### src/rtl/keypad_pkg.sv
// Shared constants and helpers for the 3x4 matrix keypad scanner.
// Key numbering is row-major: key = row*COLS + col.
package keypad_pkg;

  localparam int ROWS  = 3;
  localparam int COLS  = 4;
  localparam int NKEYS = ROWS * COLS;
  localparam int KEY_W = 4;
  localparam int DEB_W = 4;
  localparam int ROW_W = $clog2(ROWS);

  function automatic int key_idx(input int row, input int col);
    return row * COLS + col;
  endfunction

endpackage

### src/rtl/keypad_key_debounce.sv
// Per-key debouncer: counts consecutive samples that disagree with the held
// state and toggles the state once DEB_CNT of them arrive in a row.
module keypad_key_debounce
  import keypad_pkg::*;
#(
  parameter int DEB_CNT = 4
) (
  input  logic clk,
  input  logic rst,
  input  logic sample_en_i,
  input  logic sample_i,
  output logic state_o,
  output logic rise_o
);

  logic [DEB_W-1:0] cnt_q, cnt_d;
  logic             state_q, state_d;
  logic             prev_q;
  logic             rise_q, rise_d;

  always_comb begin
    // NOTE: every variable gets a default before any branch, so no path leaves it unassigned and no latch is inferred.
    cnt_d   = cnt_q;
    state_d = state_q;
    if (sample_en_i) begin
      if (sample_i == state_q) begin
        cnt_d = '0;
      end else if (cnt_q >= DEB_W'(DEB_CNT - 1)) begin
        state_d = ~state_q;
        cnt_d   = '0;
      end else begin
        cnt_d = cnt_q + DEB_W'(1);
      end
    end
    rise_d = state_q & ~prev_q;
  end

  // NOTE: sequential state uses non-blocking assignments so every flop samples pre-edge values, independent of statement order.
  always_ff @(posedge clk) begin
    if (rst) begin
      cnt_q   <= '0;
      state_q <= 1'b0;
      prev_q  <= 1'b0;
      rise_q  <= 1'b0;
    end else begin
      cnt_q   <= cnt_d;
      state_q <= state_d;
      prev_q  <= state_q;
      rise_q  <= rise_d;
    end
  end

  assign state_o = state_q;
  assign rise_o  = rise_q;

endmodule

### src/rtl/keypad_matrix_scanner.sv
// Matrix keypad front end: drives one row low at a time, samples the synchronized
// columns at the end of each row dwell, debounces every key, and encodes the result.
module keypad_matrix_scanner
  import keypad_pkg::*;
#(
  parameter int SCAN_DIV = 17,
  parameter int DEB_CNT  = 4
) (
  input  logic             clk,
  input  logic             rst,
  input  logic [COLS-1:0]  col_n,
  output logic [ROWS-1:0]  row_n,
  output logic [NKEYS-1:0] key_down,
  output logic [NKEYS-1:0] key_press,
  output logic [KEY_W-1:0] key_code,
  output logic             key_valid
);

  logic [SCAN_DIV-1:0] div_q, div_d;
  logic                tick;
  logic [ROW_W-1:0]    row_q, row_d;
  logic [ROWS-1:0]     row_n_q, row_n_d;
  logic [COLS-1:0]     col_s1_q, col_s2_q;
  logic [COLS-1:0]     col_hit;
  logic [KEY_W-1:0]    code_q, code_d;
  logic                valid_q, valid_d;

  assign div_d = div_q + SCAN_DIV'(1);
  assign tick  = &div_q;

  // The row advances on the same edge that samples it, so each row settles a full dwell.
  always_comb begin
    row_d = row_q;
    if (tick) begin
      row_d = (row_q == ROW_W'(ROWS - 1)) ? '0 : row_q + ROW_W'(1);
    end
    row_n_d = ~(ROWS'(1) << row_d);
  end

  always_ff @(posedge clk) begin
    if (rst) begin
      div_q    <= '0;
      row_q    <= '0;
      row_n_q  <= ~ROWS'(1);
      col_s1_q <= '1;
      col_s2_q <= '1;
    end else begin
      div_q    <= div_d;
      row_q    <= row_d;
      row_n_q  <= row_n_d;
      col_s1_q <= col_n;
      col_s2_q <= col_s1_q;
    end
  end

  assign row_n   = row_n_q;
  assign col_hit = ~col_s2_q;

  for (genvar r = 0; r < ROWS; r++) begin : g_row
    for (genvar c = 0; c < COLS; c++) begin : g_col
      localparam int K = key_idx(r, c);
      keypad_key_debounce #(
        .DEB_CNT(DEB_CNT)
      ) u_deb (
        .clk        (clk),
        .rst        (rst),
        .sample_en_i(tick && (row_q == ROW_W'(r))),
        .sample_i   (col_hit[c]),
        .state_o    (key_down[K]),
        .rise_o     (key_press[K])
      );
    end
  end

  // Scan from the top down so the lowest held index is the last writer.
  always_comb begin
    code_d  = '0;
    valid_d = |key_down;
    for (int k = NKEYS - 1; k >= 0; k--) begin
      if (key_down[k]) begin
        code_d = KEY_W'(k);
      end
    end
  end

  always_ff @(posedge clk) begin
    if (rst) begin
      code_q  <= '0;
      valid_q <= 1'b0;
    end else begin
      code_q  <= code_d;
      valid_q <= valid_d;
    end
  end

  assign key_code  = code_q;
  assign key_valid = valid_q;

endmodule

### config.mk
export PLATFORM = sky130hd
export DESIGN_NAME = keypad_matrix_scanner
export DESIGN_NICKNAME = d
export VERILOG_FILES = /design/src/rtl/keypad_pkg.sv /design/src/rtl/keypad_key_debounce.sv /design/src/rtl/keypad_matrix_scanner.sv
export SDC_FILE = /design/constraint.sdc
export NUM_CORES = 1
export LEC_CHECK = 0
export CAP_MARGIN = 20
export CELL_PAD_IN_SITES_DETAIL_PLACEMENT = 0
export CELL_PAD_IN_SITES_GLOBAL_PLACEMENT = 1
export CORE_MARGIN = 2
export CORE_UTILIZATION = 30
export CTS_BUF_LIST = sky130_fd_sc_hd__clkbuf_4 sky130_fd_sc_hd__clkbuf_8 sky130_fd_sc_hd__clkbuf_16
export DETAILED_ROUTE_END_ITERATION = 10
export PLACE_DENSITY = 0.54
export SLEW_MARGIN = 25
export SYNTH_ARGS = -nofsm -noshare
export SYNTH_HDL_FRONTEND = slang
export SYNTH_SLANG_ARGS = --single-unit
### constraint.sdc
create_clock -name clk -period 3.2 [get_ports clk]
set_input_delay 0.48 -clock clk [delete_from_list [all_inputs] [get_ports clk]]
set_output_delay 0.48 -clock clk [all_outputs]
set_load 0.01 [all_outputs]
==> results of run 1 <==
worst register-to-register path, stage by stage (launching register included):
cell,delay (ns)
dfxtp_1,0.39
ha_1,0.24
nand2_1,0.15
nor4_2,0.34
and3_1,0.20
ha_1,0.30
or3b_1,0.66
nor2_1,0.23
nor2_1,0.06
a211oi_1,0.21
report_power, final:
group	total, mW	switching (mW)	internal (mW)
combinational	0.0493	0.0295	0.0199
sequential	1.50	0.0103	1.49
clock	1.86	0.694	1.17
total	3.41	0.734	2.68
placed cells by master (no fill, tap or decap), drive strengths merged:
cell           instances
inv                    6
xor2                   3
o21ai                  4
nand2                 32
bufinv                 2
a2111oi                1
nand2b                 3
buf                    6
a211oi                13
nand3                 18
ha                    14
nor4                   7
clkdlybuf4s50         36
or2                    9
nor3b                  3
nand4                 10
or3b                   1
clkbuf                18
xnor2                 23
clkinv                 4
nor3                  19
o31ai                  1
and2                  29
o31a                   1
and3b                  2
clkinvlp               6
dfxtp                119
a21oi                 29
nor2b                 25
nand3b                 2
nor2                  57
and3                   3
or3                    3
metrics by stage:
step | setup slack (ns) | cells | cell area, sq um | util [%] | total power, mW
global placement | 0.403 | 661 | 4900 | 33.5 | 1.58
finish | 0.345 | 693 | 5490 | 37.5 | 3.41
detailed placement | 0.356 | 661 | 4900 | 33.5 | 1.58
floorplan | 0.823 | 478 | 4530 | - | 1.56
global route | 0.0631 | 693 | 5490 | 37.5 | 3.55
CTS | 0.340 | 693 | 5490 | 37.5 | 3.47
area by class of cell:
type                    count  area [sq um]  area share [%]
multi-input cells         312          1860            33.9
well taps                 184           230            4.19
flip-flops and latches    119          2380            43.4
inverters                   4          15.0           0.273
repair buffers             42           415            7.56
clock inverters            14           150            2.73
clock buffers              18           439            7.99
layer usage:
layer	vias to the layer above	global-route usage, %	share of wire [%]
met4	0	4.46	1.1
met3	8	4.51	3.7
met1	1402	15.1	50
li1	1616	-	-
met2	52	19.4	46
met5	-	0	0
state kept, by name, indices dropped and copies added, names as in the netlist, 2 cells and up:
signal                     flops
div_q                         17
row_q                          2
g_row.g_col.u_deb.rise_o      12
row_n                          3
col_s1_q                       4
g_row.g_col.u_deb.cnt_q       48
col_s2_q                       4
g_row.g_col.u_deb.prev_q      12
key_code                       4
g_row.g_col.u_deb.state_o     12
cell families (layout without fill, tap and decap cells):
family / Yosys count / in the layout / share of synthesized area (%)
adders and majority gates: 14 / 14 / 3.87
DFF: 119 / 119 / 52.6
buffers and inverters: 47 / 78 / 6.32
AOI/OAI and AO/OA: 49 / 49 / 6.35
and+or+nand+nor: 223 / 223 / 25.8
xor gates and xnor gates: 26 / 26 / 5.03
worst paths after layout:
kind,slack (ns),cells past startpoint,endpoint,from
max,0.35,9,g_row[0].g_col[2].u_deb.state_o,div_q[0]
min,0.38,1,g_row[2].g_col[0].u_deb.rise_o,g_row[2].g_col[0].u_deb.prev_q
max reg2reg,0.35,9,g_row[0].g_col[2].u_deb.state_o,div_q[0]
min reg2reg,0.38,1,g_row[2].g_col[0].u_deb.rise_o,g_row[2].g_col[0].u_deb.prev_q
==> results.cfg, run 1 <==
[global_routing]
antenna_found_initial = 0
grt_first_pass_wirelength_microns = 15400
gr-total-overflow = 0
grt_pass1_vias = 3098
grt_max_degree = 40
grtUsageTotal_pct = 12.2

[timing]
fmax_ghz = 0.350
slew_headroom_pct = 56.7
drv_slew = 0
layout_min_cycle_time_ns = 2.85
tightest_slew_ns = 0.649
clock_skew_ns = 0.0125
grt_setup_unrepaired = no
hold_viol = 0
holdWs_ns = 0.380
post-route-period-util_pct = 89.2
setup_tns_ns = 0
setup_violations = 0

[floorplanning]
initial_utilization_pct = 30.9
die_h_microns = 127
boundaryPins = 38
core_area_sq_um = 14600
fp.dieArea_sq_um = 16100
die_w_microns = 127
rows = 44

[layout]
nets = 516
diodes = 0
area_growth_pct = 21.3
fillers = 1444
drive_gt1_share_pct = 10.4

[place]
gp_congestion = 0.720
portBuffers = 37
dp_hpwl_microns = 6070

[yosys]
synth_top_cell_by_area = dfxtp_1
synthCells = 478
yosysSeqAreaShare_pct = 52.6
synthTopCellsByArea = dfxtp_1, xnor2_1, nor2_1
syn_avg_cell_area_sq_um = 9.48
syn_nets = 498
ys_async_sr_fraction_pct = 0
yosysMostFrequentCell = dfxtp_1
yosysUniqueCellTypes = 35
synth-seq-cells = 119
yosys_warnings = 0
syn_area_sq_um = 4530
netlist.area_leader.share_pct = 52.6
ys.flop_type = dfxtp_1
yosys-top-cells-count = dfxtp_1, nor2_1, nand2_1
synth-edff-count = 0

[setup_path]
cp-start-kind = register
path_delay_family = simple AND/OR/NAND/NOR gates
path_cells = ha_1 -> nand2_1 -> nor4_2 -> and3_1 -> ha_1 -> or3b_1 -> nor2_1 -> nor2_1 -> a211oi_1
crit_buf_inv = 0
critPathMaxStageDelay_ns = 0.66
cpMaxStageDelayCell = or3b_1
worstPathMaxFanout = 17
cp.required_ns = 3.52
path_class = reg -> reg
endpoint_kind = register
arrival_ns = 3.18

[status]
status = complete, no violations

[clock_network]
cts_tree = built
post_cts_resized = 0
ctsHoldBuffers = 0
clk_latency_ns = 0.41
cts_max_path_buffers = 2
cts.sinks = 119
post_cts_buffers = 0
cts_buffers = 17
clk_pin_slew_worst_paths_ns = 0.05
cts-root-buf = clkbuf_16
htreeDepth = 4

[drt]
via_per_inst = 4.44
drt_iter0_drc = 140
drt-total-wl_microns = 8960
vias = 3078
drtAntennaViolNets = 0
drc = 0
wl_per_cell_microns = 12.9
first_pass_iters = 4

[power_and_ir_drop]
powerDensity_nw_per_um2 = 621
peakVddDrop_mv = 0.325
static-leakage-power_nw = 2.03

[worst_hold_path]
hold_class = reg -> reg

[run]
cap_violations = 0
Power figures use the tool's default switching activity.
==> inputs of run 2 (changes only) <==
--- a/config.mk
+++ b/config.mk
@@ -12,7 +12,8 @@
 export CORE_UTILIZATION = 30
 export CTS_BUF_LIST = sky130_fd_sc_hd__clkbuf_4 sky130_fd_sc_hd__clkbuf_8 sky130_fd_sc_hd__clkbuf_16
 export DETAILED_ROUTE_END_ITERATION = 10
-export PLACE_DENSITY = 0.54
+export HOLD_SLACK_MARGIN = 0.12
+export PLACE_DENSITY_LB_ADDON = 0.1
 export SLEW_MARGIN = 25
 export SYNTH_ARGS = -nofsm -noshare
 export SYNTH_HDL_FRONTEND = slang
==> run 2 against run 1 <==
Routed wire length shrank 0.12%. Final cell count grew 0.29%. Clock power is essentially flat. Cell area is essentially flat. Non-clock buffer count grew 3. Die area is the same. Critical endpoint unchanged. Largest power group unchanged. Highest routed layer unchanged.
==> results.cfg, run 2 (synthesis gave the netlist of run 1 again) <==
[status]
status = complete, no violations

[layout]
top_regs = g_row.g_col.u_deb.cnt_q: 48 flops, div_q: 17 flops
diodes = 0
fillers = 1449
largest_reg_flops = 48
drive_gt1_share_pct = 10.8
final_common_cell = dfxtp_1
final_cell_mix = dfxtp_1, nor2_1, clkdlybuf4s50_1, nand2_1
nets = 519
regMostFlops = g_row.g_col.u_deb.cnt_q
finalCoreUtilization_pct = 37.5
area_growth_pct = 21.2

[timing]
fmax_ghz = 0.372
drv_slew = 0
tightest_slew_ns = 0.628
clock_skew_ns = 0.00892
setup_tns_ns = 0
grt_setup_unrepaired = no
post-route-period-util_pct = 84.1
hold_viol = 0
setup_violations = 0
layout_min_cycle_time_ns = 2.69
slew_headroom_pct = 58.1

[drt]
wl_per_cell_microns = 12.9
vias = 3116
drt-total-wl_microns = 8950
via_per_inst = 4.48
drt_iter0_drc = 141
drc = 0
drtAntennaViolNets = 0
first_pass_iters = 4

[clock_network]
clk_latency_ns = 0.41
cts_buffers = 17
cts.sinks = 119
cts_max_path_buffers = 2
cts_tree = built
cts-root-buf = clkbuf_16
htreeDepth = 4
ctsHoldBuffers = 0
clk_pin_slew_worst_paths_ns = 0.05
post_cts_buffers = 0
post_cts_resized = 0

[floorplanning]
fp.dieArea_sq_um = 16100
boundaryPins = 38
rows = 44
die_w_microns = 127
initial_utilization_pct = 30.9
die_h_microns = 127
core_area_sq_um = 14600

[power_and_ir_drop]
switchingPower_mw = 0.677
power.internal_mw = 2.71
powerDensity_nw_per_um2 = 617
peakVddDrop_mv = 0.381
comb_power_share_pct = 1.4
power_mw = 3.39
static-leakage-power_nw = 2.06
p_sw_share_pct = 20.0
clockPowerShare_pct = 54.3
seq_power_share_pct = 44.3

[setup_path]
cp.required_ns = 3.52
critPathMaxStageDelay_ns = 0.63
worstPathMaxFanout = 17
endpoint_kind = register
crit_buf_inv = 0
path_class = reg -> reg
arrival_ns = 3.01
cp-start-kind = register
path_delay_family = simple AND/OR/NAND/NOR gates
cpMaxStageDelayCell = or3b_1
path_cells = ha_1 -> nand2_1 -> nor4_2 -> and3_1 -> ha_1 -> or3b_1 -> nor2_1 -> nor2_1 -> a211oi_1

[place]
portBuffers = 37
gp_congestion = 0.694
dp_hpwl_microns = 6120

[worst_hold_path]
hold_class = reg -> reg

[global_routing]
grt_first_pass_wirelength_microns = 15500
grt_pass1_vias = 3097
gr-total-overflow = 0
antenna_found_initial = 0
grt_max_degree = 31
grtUsageTotal_pct = 12.4

[run]
cap_violations = 0
[run 2: cell count changes in the layout (fill, tap and decap cells not counted), sizes merged]
cell / change
buf: +3
inv: -2
clkinvlp: -5
clkbuf: +3
clkinv: +3
[run 2: path summary, 6_finish.rpt]
| kind | from | end | slack [ns] | cells past startpoint |
|---|---|---|---|---|
| max | div_q[0] | g_row[0].g_col[2].u_deb.state_o | 0.51 | 9 |
| min | g_row[2].g_col[2].u_deb.prev_q | g_row[2].g_col[2].u_deb.rise_o | 0.38 | 1 |
| max reg2reg | div_q[0] | g_row[0].g_col[2].u_deb.state_o | 0.51 | 9 |
| min reg2reg | g_row[2].g_col[2].u_deb.prev_q | g_row[2].g_col[2].u_deb.rise_o | 0.38 | 1 |
[run 2: power groups by stage]
stage               logic (mW)  registers (mW)  clock network [mW]
detailed placement      0.0490            1.53                   0
finish                  0.0477            1.50                1.84
floorplan               0.0356            1.53                   0
CTS                     0.0492            1.50                1.89
global route            0.0543            1.50                1.97
global placement        0.0494            1.53                   0
[run 2: routing by layer]
layer / part of all wire (%) / routed length [microns] / track usage, %
met5: 0 / 0 / 0
met4: 1.4 / 125 / 4.46
met3: 4.4 / 398 / 5.06
met2: 44 / 3930 / 18.6
met1: 50 / 4490 / 16.0
[run 2: layout make-up]
| class | count | area, sq um | area share (%) |
|---|---|---|---|
| Clock inverter | 10 | 103 | 1.87 |
| Multi-Input combinational cell | 312 | 1860 | 33.9 |
| Timing Repair Buffer | 45 | 425 | 7.75 |
| Tap cell | 184 | 230 | 4.19 |
| Inverter | 4 | 15.0 | 0.273 |
| Clock buffer | 21 | 474 | 8.64 |
| Sequential cell | 119 | 2380 | 43.4 |
[run 2: stage by stage]
step                      std cells  worst slack (ns)  hold slack, ns  cell area [sq um]
after global routing            695             0.233           0.388               5490
after floorplan                 478             0.823           0.367               4530
after CTS                       695             0.492           0.379               5490
final                           695             0.509           0.380               5490
after global placement          664             0.545           0.373               4910
after detailed placement        664             0.507           0.371               4910
==> inputs of run 3 (changes only) <==
==> constraint.sdc (replaced) <==
create_clock -name clk -period 2.6 [get_ports clk]
set_input_delay 0.39 -clock clk [delete_from_list [all_inputs] [get_ports clk]]
set_output_delay 0.39 -clock clk [all_outputs]
set_load 0.01 [all_outputs]
==> run 3 against run 2 <==
Fmax is 14% higher. First-iteration DRC count is 3.5% lower. Sequential power is 23% higher. Sequential cell count stayed put. Routed wire length is 0.40% higher. Largest power group unchanged. Largest cell class unchanged. Combinational power is 34% higher. Register-to-register slack worse by 0.28 ns.
==> results.cfg, run 3 (synthesis gave the netlist of run 1 again) <==
[status]
status = complete, no violations

[layout]
final_common_cell = dfxtp_1
finalNonFillerCells = 702
multi_input_area_sq_um = 1870
final_area_sq_um = 5660
area_growth_pct = 24.8
largest_reg_flops = 48
fillers = 1484
drive_gt1_share_pct = 12.2
nets = 526
top_regs = g_row.g_col.u_deb.cnt_q: 48 flops, div_q: 17 flops
register_area_sq_um = 2380
diodes = 0
regMostFlops = g_row.g_col.u_deb.cnt_q
final_cell_mix = dfxtp_1, nor2_1, clkdlybuf4s50_1, nand2_1

[floorplanning]
die_h_microns = 127
fp.dieArea_sq_um = 16100
core_area_sq_um = 14600
boundaryPins = 38
die_w_microns = 127
initial_utilization_pct = 30.9
rows = 44

[setup_path]
path_class = reg -> reg
endpoint_kind = register
worstPathMaxFanout = 12
rr_worst_depth = 10
arrival_ns = 2.72
r2r-end = g_row[0].g_col[1].u_deb.cnt_q[0]
rrSetupSlack_ns = 0.23
cp-start-kind = register
r2r_start = div_q[1]
cp.required_ns = 2.95

[power_and_ir_drop]
comb_power_share_pct = 1.4
p_sw_share_pct = 19.3
power_mw = 4.59
static-leakage-power_nw = 2.14
seq_power_share_pct = 40.3
clockPowerShare_pct = 58.3
power.internal_mw = 3.70
switchingPower_mw = 0.885
peakVddDrop_mv = 0.403
powerDensity_nw_per_um2 = 811

[drt]
drt-total-wl_microns = 8980
wl_per_cell_microns = 12.8
via_per_inst = 4.44
drc = 0
vias = 3116
first_pass_iters = 4
drtAntennaViolNets = 0
drt_iter0_drc = 136

[clock_network]
cts_buffers = 17
clk_latency_ns = 0.41
htreeDepth = 4
cts.sinks = 119
cts-root-buf = clkbuf_16
post_cts_buffers = 0
ctsHoldBuffers = 0
post_cts_resized = 0
cts_tree = built
cts_max_path_buffers = 2
clk_pin_slew_worst_paths_ns = 0.06

[timing]
tightest_slew_ns = 0.468
post-route-period-util_pct = 91.0
drv_slew = 0
setup_violations = 0
setup_tns_ns = 0
grt_setup_unrepaired = no
layout_min_cycle_time_ns = 2.37
slew_headroom_pct = 68.6
hold_viol = 0
fmax_ghz = 0.423
clock_skew_ns = 0.00709

[global_routing]
grt_pass1_vias = 2973
gr-total-overflow = 0
grtUsageTotal_pct = 12.0
grt_max_degree = 27
antenna_found_initial = 0
grt_first_pass_wirelength_microns = 14900

[worst_hold_path]
hold_end = g_row[1].g_col[2].u_deb.rise_o
hold_class = reg -> reg
min_from = g_row[1].g_col[2].u_deb.prev_q
holdPathStages = 1

[place]
dpl_cell_area_sq_um = 4970
gp_congestion = 0.722
portBuffers = 37
dp_hpwl_microns = 6050
place_inst = 671

[run]
cap_violations = 0
==> run 3: cell types whose count changed in the layout (fill, tap and decap cells not counted), moves of 3 or more <==
cell | before | now
bufinv_16 | 2 | 6
buf_4 | 8 | 15
clkinvlp_4 | 1 | 4
clkinv_2 | 7 | 1
==> run 3: power groups by stage <==
stage	combinational (mW)	clock (mW)	sequential, mW
after floorplan	0.0438	0	1.88
after global placement	0.0651	0	1.89
after detailed placement	0.0644	0	1.89
after CTS	0.0649	2.74	1.85
after global routing	0.0716	2.82	1.85
final	0.0639	2.68	1.85
==> run 3: layout make-up <==
type	instances	share of cell area [%]
multi-input cells	312	33.1
inverters	4	0.265
repair buffers	52	8.45
clock inverters	12	3.96
clock buffers	19	8.01
well taps	184	4.07
flip-flops and latches	119	42.1
==> run 3: metal layers <==
metal  vias to the layer above  wire (microns)  global-route usage (%)
li1                       1639               -                       -
met1                      1405            4590                    15.2
met2                        57            3770                    17.8
met3                        15             459                    4.72
met4                         0             169                    5.82
met5                         -               0                       0
==> run 3: worst max-delay path by stage <==
stage	startpoint	end	slack, ns	cells after the start
finish	div_q[1]	g_row[0].g_col[1].u_deb.cnt_q[0]	0.23	10
global route	div_q[1]	g_row[0].g_col[0].u_deb.cnt_q[0]	0.04	10
CTS	div_q[1]	g_row[0].g_col[1].u_deb.cnt_q[0]	0.12	10
detailed placement	div_q[1]	g_row[0].g_col[1].u_deb.cnt_q[0]	0.12	10
global placement	div_q[1]	g_row[0].g_col[1].u_deb.cnt_q[0]	0.19	10
floorplan	div_q[0]	g_row[0].g_col[2].u_deb.cnt_q[0]	0.22	12
==> run 3: per-stage QoR <==
step                setup WS [ns]  util (%)  hold slack [ns]
floorplan                   0.223         -            0.367
CTS                         0.116      38.5            0.375
finish                      0.234      38.6            0.375
detailed placement          0.123      33.9            0.373
global route               0.0428      38.6            0.387
global placement            0.193      33.9            0.373
==> run 3: worst max-delay path, stage by stage (launching register included) <==
cell	delay [ns]
dfxtp_1	0.37
ha_1	0.20
nand2_1	0.13
nor4_4	0.30
and3_1	0.19
ha_1	0.15
or3b_4	0.43
buf_4	0.20
nor2_1	0.09
nand3_1	0.08
a21oi_1	0.15
